===== src/rtl/muldiv_unit.sv =====
// muldiv_unit: iterative multiply/divide unit that owns the HI/LO pair.
// Shift-add multiply and restoring divide work on operand magnitudes for
// WIDTH cycles. The sign fix-up is applied on the edge that finishes the
// last iteration, then a one-cycle DONE state announces the commit.
module muldiv_unit #(
    parameter int WIDTH = 32
) (
    input  logic             clk,
    input  logic             resetn,
    input  logic             start,
    input  logic [4:0]       alucontrol,
    input  logic [WIDTH-1:0] a,
    input  logic [WIDTH-1:0] b,
    input  logic             flush,
    input  logic             hi_we,
    input  logic             lo_we,
    input  logic [WIDTH-1:0] hi_wdata,
    input  logic [WIDTH-1:0] lo_wdata,
    output logic             busy,
    output logic             done,
    output logic [WIDTH-1:0] hi,
    output logic [WIDTH-1:0] lo
);

    localparam int CW = $clog2(WIDTH + 1);

    localparam logic [4:0] OP_MULT  = 5'b10001;
    localparam logic [4:0] OP_MULTU = 5'b10010;
    localparam logic [4:0] OP_DIV   = 5'b10011;
    localparam logic [4:0] OP_DIVU  = 5'b10100;

    typedef enum logic [1:0] {
        ST_IDLE = 2'd0,
        ST_MUL  = 2'd1,
        ST_DIV  = 2'd2,
        ST_DONE = 2'd3
    } state_t;

    // Two's-complement negate of a WIDTH-bit value.
    function automatic logic [WIDTH-1:0] neg_fn(input logic [WIDTH-1:0] v);
        neg_fn = ~v + WIDTH'(1'b1);
    endfunction

    // Two's-complement negate of a 2*WIDTH-bit value.
    function automatic logic [2*WIDTH-1:0] neg2_fn(input logic [2*WIDTH-1:0] v);
        neg2_fn = ~v + (2*WIDTH)'(1'b1);
    endfunction

    // Magnitude of a signed WIDTH-bit value (most negative maps to itself).
    function automatic logic [WIDTH-1:0] abs_fn(input logic [WIDTH-1:0] v);
        if (v[WIDTH-1]) begin
            abs_fn = neg_fn(v);
        end else begin
            abs_fn = v;
        end
    endfunction

    state_t             state_r;
    state_t             state_nx_s;
    logic [CW-1:0]      cnt_r;
    logic [WIDTH-1:0]   mcand_r;    // multiplicand or divisor magnitude
    logic [2*WIDTH-1:0] prod_r;     // mul: {partial, multiplier}; div: {remainder, quotient}
    logic               neg_lo_r;   // negate product / quotient at commit
    logic               neg_hi_r;   // negate remainder at commit
    logic [WIDTH-1:0]   hi_r;
    logic [WIDTH-1:0]   lo_r;
    logic               busy_r;
    logic               done_r;

    logic               valid_op_s;
    logic               is_mul_s;
    logic               op_signed_s;
    logic               accept_s;
    logic               last_s;
    logic               commit_s;
    logic [WIDTH-1:0]   mag_a_s;
    logic [WIDTH-1:0]   mag_b_s;
    logic [WIDTH:0]     sum_s;
    logic [2*WIDTH-1:0] mul_nx_s;
    logic [WIDTH:0]     shl_s;
    logic [WIDTH:0]     diff_s;
    logic               ge_s;
    logic [2*WIDTH-1:0] div_nx_s;
    logic [2*WIDTH-1:0] prod_fix_s;
    logic [WIDTH-1:0]   res_hi_s;
    logic [WIDTH-1:0]   res_lo_s;

    // Decode the requested operation and the operand magnitudes.
    always_comb begin
        valid_op_s  = 1'b0;
        is_mul_s    = 1'b0;
        op_signed_s = 1'b0;
        case (alucontrol)
            OP_MULT: begin
                valid_op_s  = 1'b1;
                is_mul_s    = 1'b1;
                op_signed_s = 1'b1;
            end
            OP_MULTU: begin
                valid_op_s  = 1'b1;
                is_mul_s    = 1'b1;
            end
            OP_DIV: begin
                valid_op_s  = 1'b1;
                op_signed_s = 1'b1;
            end
            OP_DIVU: begin
                valid_op_s  = 1'b1;
            end
            default: begin
                valid_op_s  = 1'b0;
            end
        endcase
        if (op_signed_s) begin
            mag_a_s = abs_fn(a);
            mag_b_s = abs_fn(b);
        end else begin
            mag_a_s = a;
            mag_b_s = b;
        end
        accept_s = (state_r == ST_IDLE) && start && !flush && valid_op_s;
    end

    // One iteration step for each algorithm, plus the signed result fix-up.
    always_comb begin
        sum_s    = {1'b0, prod_r[2*WIDTH-1:WIDTH]}
                 + (prod_r[0] ? {1'b0, mcand_r} : {(WIDTH+1){1'b0}});
        mul_nx_s = {sum_s, prod_r[WIDTH-1:1]};

        // Restoring divide: shift the next dividend bit into the remainder,
        // subtract the divisor when it fits. A zero divisor always "fits",
        // which yields an all-ones quotient and remainder equal to the dividend.
        shl_s  = {prod_r[2*WIDTH-1:WIDTH], prod_r[WIDTH-1]};
        diff_s = shl_s - {1'b0, mcand_r};
        ge_s   = (shl_s >= {1'b0, mcand_r});
        if (ge_s) begin
            div_nx_s = {diff_s[WIDTH-1:0], prod_r[WIDTH-2:0], 1'b1};
        end else begin
            div_nx_s = {shl_s[WIDTH-1:0], prod_r[WIDTH-2:0], 1'b0};
        end

        last_s = (cnt_r == CW'(WIDTH - 1));

        if (state_r == ST_MUL) begin
            if (neg_lo_r) begin
                prod_fix_s = neg2_fn(mul_nx_s);
            end else begin
                prod_fix_s = mul_nx_s;
            end
            res_hi_s = prod_fix_s[2*WIDTH-1:WIDTH];
            res_lo_s = prod_fix_s[WIDTH-1:0];
        end else begin
            prod_fix_s = div_nx_s;
            if (neg_hi_r) begin
                res_hi_s = neg_fn(div_nx_s[2*WIDTH-1:WIDTH]);
            end else begin
                res_hi_s = div_nx_s[2*WIDTH-1:WIDTH];
            end
            if (neg_lo_r) begin
                res_lo_s = neg_fn(div_nx_s[WIDTH-1:0]);
            end else begin
                res_lo_s = div_nx_s[WIDTH-1:0];
            end
        end

        commit_s = ((state_r == ST_MUL) || (state_r == ST_DIV)) && last_s && !flush;
    end

    // Next-state logic; flush returns to IDLE from anywhere.
    always_comb begin
        state_nx_s = state_r;
        case (state_r)
            ST_IDLE: begin
                if (accept_s) begin
                    state_nx_s = is_mul_s ? ST_MUL : ST_DIV;
                end else begin
                    state_nx_s = ST_IDLE;
                end
            end
            ST_MUL, ST_DIV: begin
                if (flush) begin
                    state_nx_s = ST_IDLE;
                end else if (last_s) begin
                    state_nx_s = ST_DONE;
                end else begin
                    state_nx_s = state_r;
                end
            end
            ST_DONE: begin
                state_nx_s = ST_IDLE;
            end
            default: begin
                state_nx_s = ST_IDLE;
            end
        endcase
    end

    // State register and registered status flags.
    always_ff @(posedge clk or negedge resetn) begin
        if (!resetn) begin
            state_r <= ST_IDLE;
            busy_r  <= 1'b0;
            done_r  <= 1'b0;
        end else begin
            state_r <= state_nx_s;
            busy_r  <= (state_nx_s != ST_IDLE);
            done_r  <= (state_nx_s == ST_DONE);
        end
    end

    // Working registers: load on accept, step once per cycle while iterating.
    always_ff @(posedge clk or negedge resetn) begin
        if (!resetn) begin
            cnt_r    <= {CW{1'b0}};
            mcand_r  <= {WIDTH{1'b0}};
            prod_r   <= {(2*WIDTH){1'b0}};
            neg_lo_r <= 1'b0;
            neg_hi_r <= 1'b0;
        end else if (accept_s) begin
            cnt_r   <= {CW{1'b0}};
            mcand_r <= mag_b_s;
            prod_r  <= {{WIDTH{1'b0}}, mag_a_s};
            if (op_signed_s) begin
                // A zero divisor keeps the all-ones quotient unsigned.
                neg_lo_r <= (a[WIDTH-1] ^ b[WIDTH-1]) && (is_mul_s || (b != {WIDTH{1'b0}}));
                neg_hi_r <= a[WIDTH-1] && !is_mul_s;
            end else begin
                neg_lo_r <= 1'b0;
                neg_hi_r <= 1'b0;
            end
        end else if (((state_r == ST_MUL) || (state_r == ST_DIV)) && !flush) begin
            cnt_r  <= cnt_r + CW'(1'b1);
            prod_r <= (state_r == ST_MUL) ? mul_nx_s : div_nx_s;
        end else begin
            cnt_r  <= cnt_r;
            prod_r <= prod_r;
        end
    end

    // HI/LO: result commit, or mthi/mtlo writes while idle.
    always_ff @(posedge clk or negedge resetn) begin
        if (!resetn) begin
            hi_r <= {WIDTH{1'b0}};
            lo_r <= {WIDTH{1'b0}};
        end else if (commit_s) begin
            hi_r <= res_hi_s;
            lo_r <= res_lo_s;
        end else if (state_r == ST_IDLE) begin
            if (hi_we) begin
                hi_r <= hi_wdata;
            end else begin
                hi_r <= hi_r;
            end
            if (lo_we) begin
                lo_r <= lo_wdata;
            end else begin
                lo_r <= lo_r;
            end
        end else begin
            hi_r <= hi_r;
            lo_r <= lo_r;
        end
    end

    assign busy = busy_r;
    assign done = done_r;
    assign hi   = hi_r;
    assign lo   = lo_r;

endmodule

===== config.mk =====
export PLATFORM = sky130hd
export DESIGN_NAME = muldiv_unit
export DESIGN_NICKNAME = d
export VERILOG_FILES = /design/src/rtl/muldiv_unit.sv
export SDC_FILE = /design/constraint.sdc
export NUM_CORES = 1
export LEC_CHECK = 0
export ABC_AREA = 0
export BUFFER_PORTS_ARGS = -buffer_cell sky130_fd_sc_hd__buf_2
export CORE_ASPECT_RATIO = 1.5
export CORE_MARGIN = 5
export CORE_UTILIZATION = 36
export DETAILED_ROUTE_END_ITERATION = 16
export MAX_ROUTING_LAYER = met4
export SLEW_MARGIN = 20
export SYNTH_ARGS = -nofsm -noshare
export SYNTH_HDL_FRONTEND = slang
export SYNTH_SLANG_ARGS = --single-unit

===== constraint.sdc =====
create_clock -name clk -period 7.05 [get_ports clk]
set_clock_uncertainty 0.05 [all_clocks]
set_input_delay 0.3525 -clock clk [delete_from_list [all_inputs] [get_ports clk]]
set_output_delay 0.3525 -clock clk [all_outputs]
set_load 0.02 [all_outputs]

==> results by group <==
Run status
  – Status: finished, final reports clean

Synth
  – Post-synthesis instance area: 17500 um^2
  – Number of warning messages in the yosys log: 0
  – Average cell area after synthesis: 7.42 um^2
  – Post-synthesis adder-cell area fraction: 5.37%
  – Synth cell types: 88
  – Xor and xnor fraction of the mapped netlist area: 9.74%
  – Synth Net Count: 2576
  – Ys flop type: dfrtp_1
  – Combinational family with the most area after synthesis: compound AO/OA/AOI/OAI gates
  – Area share of and/or/nand/nor cells after synthesis: 23.0%
  – Post-synthesis instance total: 2363
  – Cell type with the highest aggregate area in the netlist: dfrtp_1
  – Share of the synthesized area in the top cell type: 24.5%
  – Most area-consuming cells after synthesis: dfrtp_1 (25%), a21oi_1 (6.5%), nand2_1 (5.7%)
  – Post-synthesis sequential area ratio: 24.5%
  – Multiplexer area fraction after synthesis: 5.17%
  – Number of flops mapped to enable cells by yosys: 0
  – Post-synth ARST share: 100%
  – Number of register bits inferred by synthesis: 172
  – Post-synthesis compound-gate area fraction: 26.8%

Worst setup path
  – Data required time of the critical path: 7330 ps
  – Crit end category: register
  – Arrival time reported for the critical path endpoint: 5820 ps
  – Critical path's largest stage delay: 570 ps
  – Worst flop-to-flop path startpoint: prod_r[57]
  – List of cells traversed by the critical path: ha_1 -> nand3_1 -> nor4_1 -> a31oi_1 -> and4_1 -> nand3_2 -> buf_4 -> nand2_1 -> o21ai_0 -> ha_1 -> o211ai_1 -> nor4bb_1 -> o2111ai_1 -> or3_1 -> or4_1 -> a41oi_1 -> a221oi_1
  – Worst setup path startpoint: prod_r[57]
  – Crit-path most repeated cell: ha_1
  – Worst setup slack for register-to-register paths: 1510 ps
  – Worst-path cell with the longest stage delay: nor4_1
  – Type of the setup path with the least slack: register to register
  – Launching element type of the critical path: register
  – Critical path fanouts, max: 14

Cells and area
  – Core Util, Final: 40.3%
  – Final design instance area without fill: 19500 um^2
  – Final antenna diode count: 0
  – Net count of the finished layout: 2649
  – Most common cell after layout, fill and taps aside: nand2_1
  – Fraction of layout instances using a drive strength above 1: 12.6%
  – Area growth from synthesis to final layout: 11.2%
  – Most frequent cells in the layout: nand2_1 (266), nor2_1 (252), a21oi_1 (228)

Detailed routing
  – Average wire per cell in the routed design: 22.2 um
  – DRC viols: 0
  – Number of DRC markers in iteration 0: 1447
  – Vias per cell: 5.87
  – Number of iterations in the first detailed-routing pass: 6
  – Number of nets with antenna violations after detailed routing: 0
  – Count of vias placed by the detailed router: 18.2k
  – Overall routed net length: 69000 um

Place
  – Placer congestion estimate: 0.987
  – Worst setup slack after placement: 1600 ps
  – Final HPWL DP: 55000 um
  – Total of buffers placed on input and output ports: 204
  – Placed standard-cell area: 18900 um^2

Die
  – Core Footprint: 48400 um^2
  – Die width: 190 um
  – Core Rows: 99
  – Initial core utilization: 36.2%
  – Ports: 205
  – Height of the die: 280 um
  – Die footprint: 53300 um^2

Timing
  – Worst relative slew slack: 28.7%
  – Final-report setup violation count: 0
  – Aggregate negative setup slack: 0 ps
  – Setup repair after global routing missed its margin: false
  – Final critical-path setup slack: 1510 ps
  – Final cycle utilization of the critical path: 78.6%
  – Actual slew at the worst max-slew pin: 1070 ps
  – Hold Vio Cnt, Final: 0
  – Achievable Freq: 0.181 GHz
  – Max-slew violation count: 0
  – Minimum period implied by the final worst setup slack: 5540 ps

GRT
  – Vias in the first global route: 17.8k
  – Wire length of the first global-routing pass: 104000 um
  – Initial antenna violation count: 0
  – Total grt overflow: 0
  – Overall Global Routing Usage: 25.6%
  – Largest net degree at the start of global routing: 171

CTS
  – H-tree Lvls: 4
  – Total clock buffers created by CTS: 17
  – Clock-pin transition on the worst setup and hold timing paths: 80 ps
  – Post-CTS setup-driven buffer insertion count: 0
  – Clk sinks: 172
  – Worst skew pair latency: 470 ps
  – PostCTS Resize Cnt: 0
  – CTS tree: built
  – Clock root buffer master: clkbuf_16
  – Longest Clk Path Bufs: 2

Min path
  – Class of the worst hold path: input pin to register
  – Hold Crit Start: lo_wdata[29]

Power
  – Clock power share: 18.1%
  – Power density normalized to cell area: 276 nW/um^2
  – Net switching component of the power: 0.00263 W
  – Internal portion of total power: 0.00274 W
  – Part of the power in registers: 27.5%
  – P_leak: 8.02 nW
  – Sw frac: 49.0%
  – Peak VDD IR: 0.181 mV
  – Total power draw: 0.00538 W
  – Portion of total power attributed to combinational logic: 54.4%

Job
  – Reported max-cap violation count: 0
[worst max-delay path: cells and delay by family (launching register included)]
| family | cells | cell delay [ps] |
|---|---|---|
| AND/OR/NAND/NOR | 8 | 2810 |
| buffers and inverters | 1 | 240 |
| flip-flops | 1 | 470 |
| AO/OA/AOI/OAI | 6 | 1100 |
| adder cells (fa/ha/maj) | 2 | 720 |
[area by class of cell]
| cell class | count | area [um^2] |
|---|---|---|
| fill | 5045 | 28900 |
| multi-input combinational | 1952 | 12300 |
| sequential | 172 | 4310 |
| timing repair buffer | 229 | 1230 |
| tap | 656 | 821 |
| clock buffer | 19 | 433 |
| inverter | 64 | 240 |
| clock inverter | 13 | 134 |
[cell usage after synthesis (6+ instances only)]
cell,instances
nand2_1,267
nor2_1,252
a21oi_1,229
dfrtp_1,172
o21ai_0,156
clkbuf_1,132
xnor2_1,112
xor2_1,83
mux2i_1,77
ha_1,72
a211oi_1,65
inv_1,60
o211ai_1,60
nor3_1,56
or3_1,44
nand3_1,42
o31ai_1,36
and3_1,31
a31oi_1,30
a21o_1,26
nand4_1,25
buf_2,22
o21a_1,21
and2_1,20
o21ai_1,20
nor4_1,19
nand2b_1,17
buf_1,16
or4_1,14
mux2_2,11
o41ai_1,11
o21bai_1,10
a221oi_1,8
and4_1,8
or2_2,8
a21boi_0,7
nor2b_1,7
o221ai_1,6
[flip-flops by register name (all words and copies together), names as in the netlist]
signal    cells
mcand_r      32
busy          1
neg_lo_r      1
done          1
hi           32
prod_r       64
state_r       2
lo           32
neg_hi_r      1
cnt_r         6
[through the flow]
step / hold WS, ps / std cells
finish: 87.0 / 3105
global route: 77.1 / 3105
CTS: 69.1 / 3105
detailed placement: 290 / 3072
global placement: 281 / 3072
floorplan: 6.91 / 2363
[logic make-up after synthesis]
| family | Yosys count |
|---|---|
| AND/OR/NAND/NOR | 847 |
| AO/OA/AOI/OAI | 747 |
| buffers and inverters | 239 |
| XOR/XNOR | 195 |
| flip-flops | 172 |
| multiplexers | 89 |
| adder cells (fa/ha/maj) | 74 |
[routing by layer]
metal,part of all wire (%),track usage (%),wire length [um]
met4,5.5,13.0,3780
met2,52,45.9,35800
met3,4.4,2.34,3010
met1,38,28.4,26400
met5,0,-,0
[worst paths after layout]
check                         endpoint  depth (start not counted)
setup / recovery                hi[30]                         17
hold / removal                  lo[29]                          3
setup reg to reg                hi[30]                         17
hold reg to reg                 lo[16]                          2
max in group asynchronous     neg_lo_r                          3
min in group asynchronous  mcand_r[29]                          2
[power by group through the flow]
stage | sequential, W | clock (W) | combinational, W
after floorplan | 0.00134 | 0 | 0.00215
after global placement | 0.00149 | 0 | 0.00287
after detailed placement | 0.00150 | 0 | 0.00288
after CTS | 0.00148 | 0.000987 | 0.00289
after global routing | 0.00150 | 0.00102 | 0.00320
final | 0.00148 | 0.000972 | 0.00293
[repair_timing]
item,in CTS,in global routing
hold buffers,1,0
endpoints found under the hold margin,48,0
endpoints found under the setup margin,0,0
Note: power is estimated with default switching activity, not from simulation.
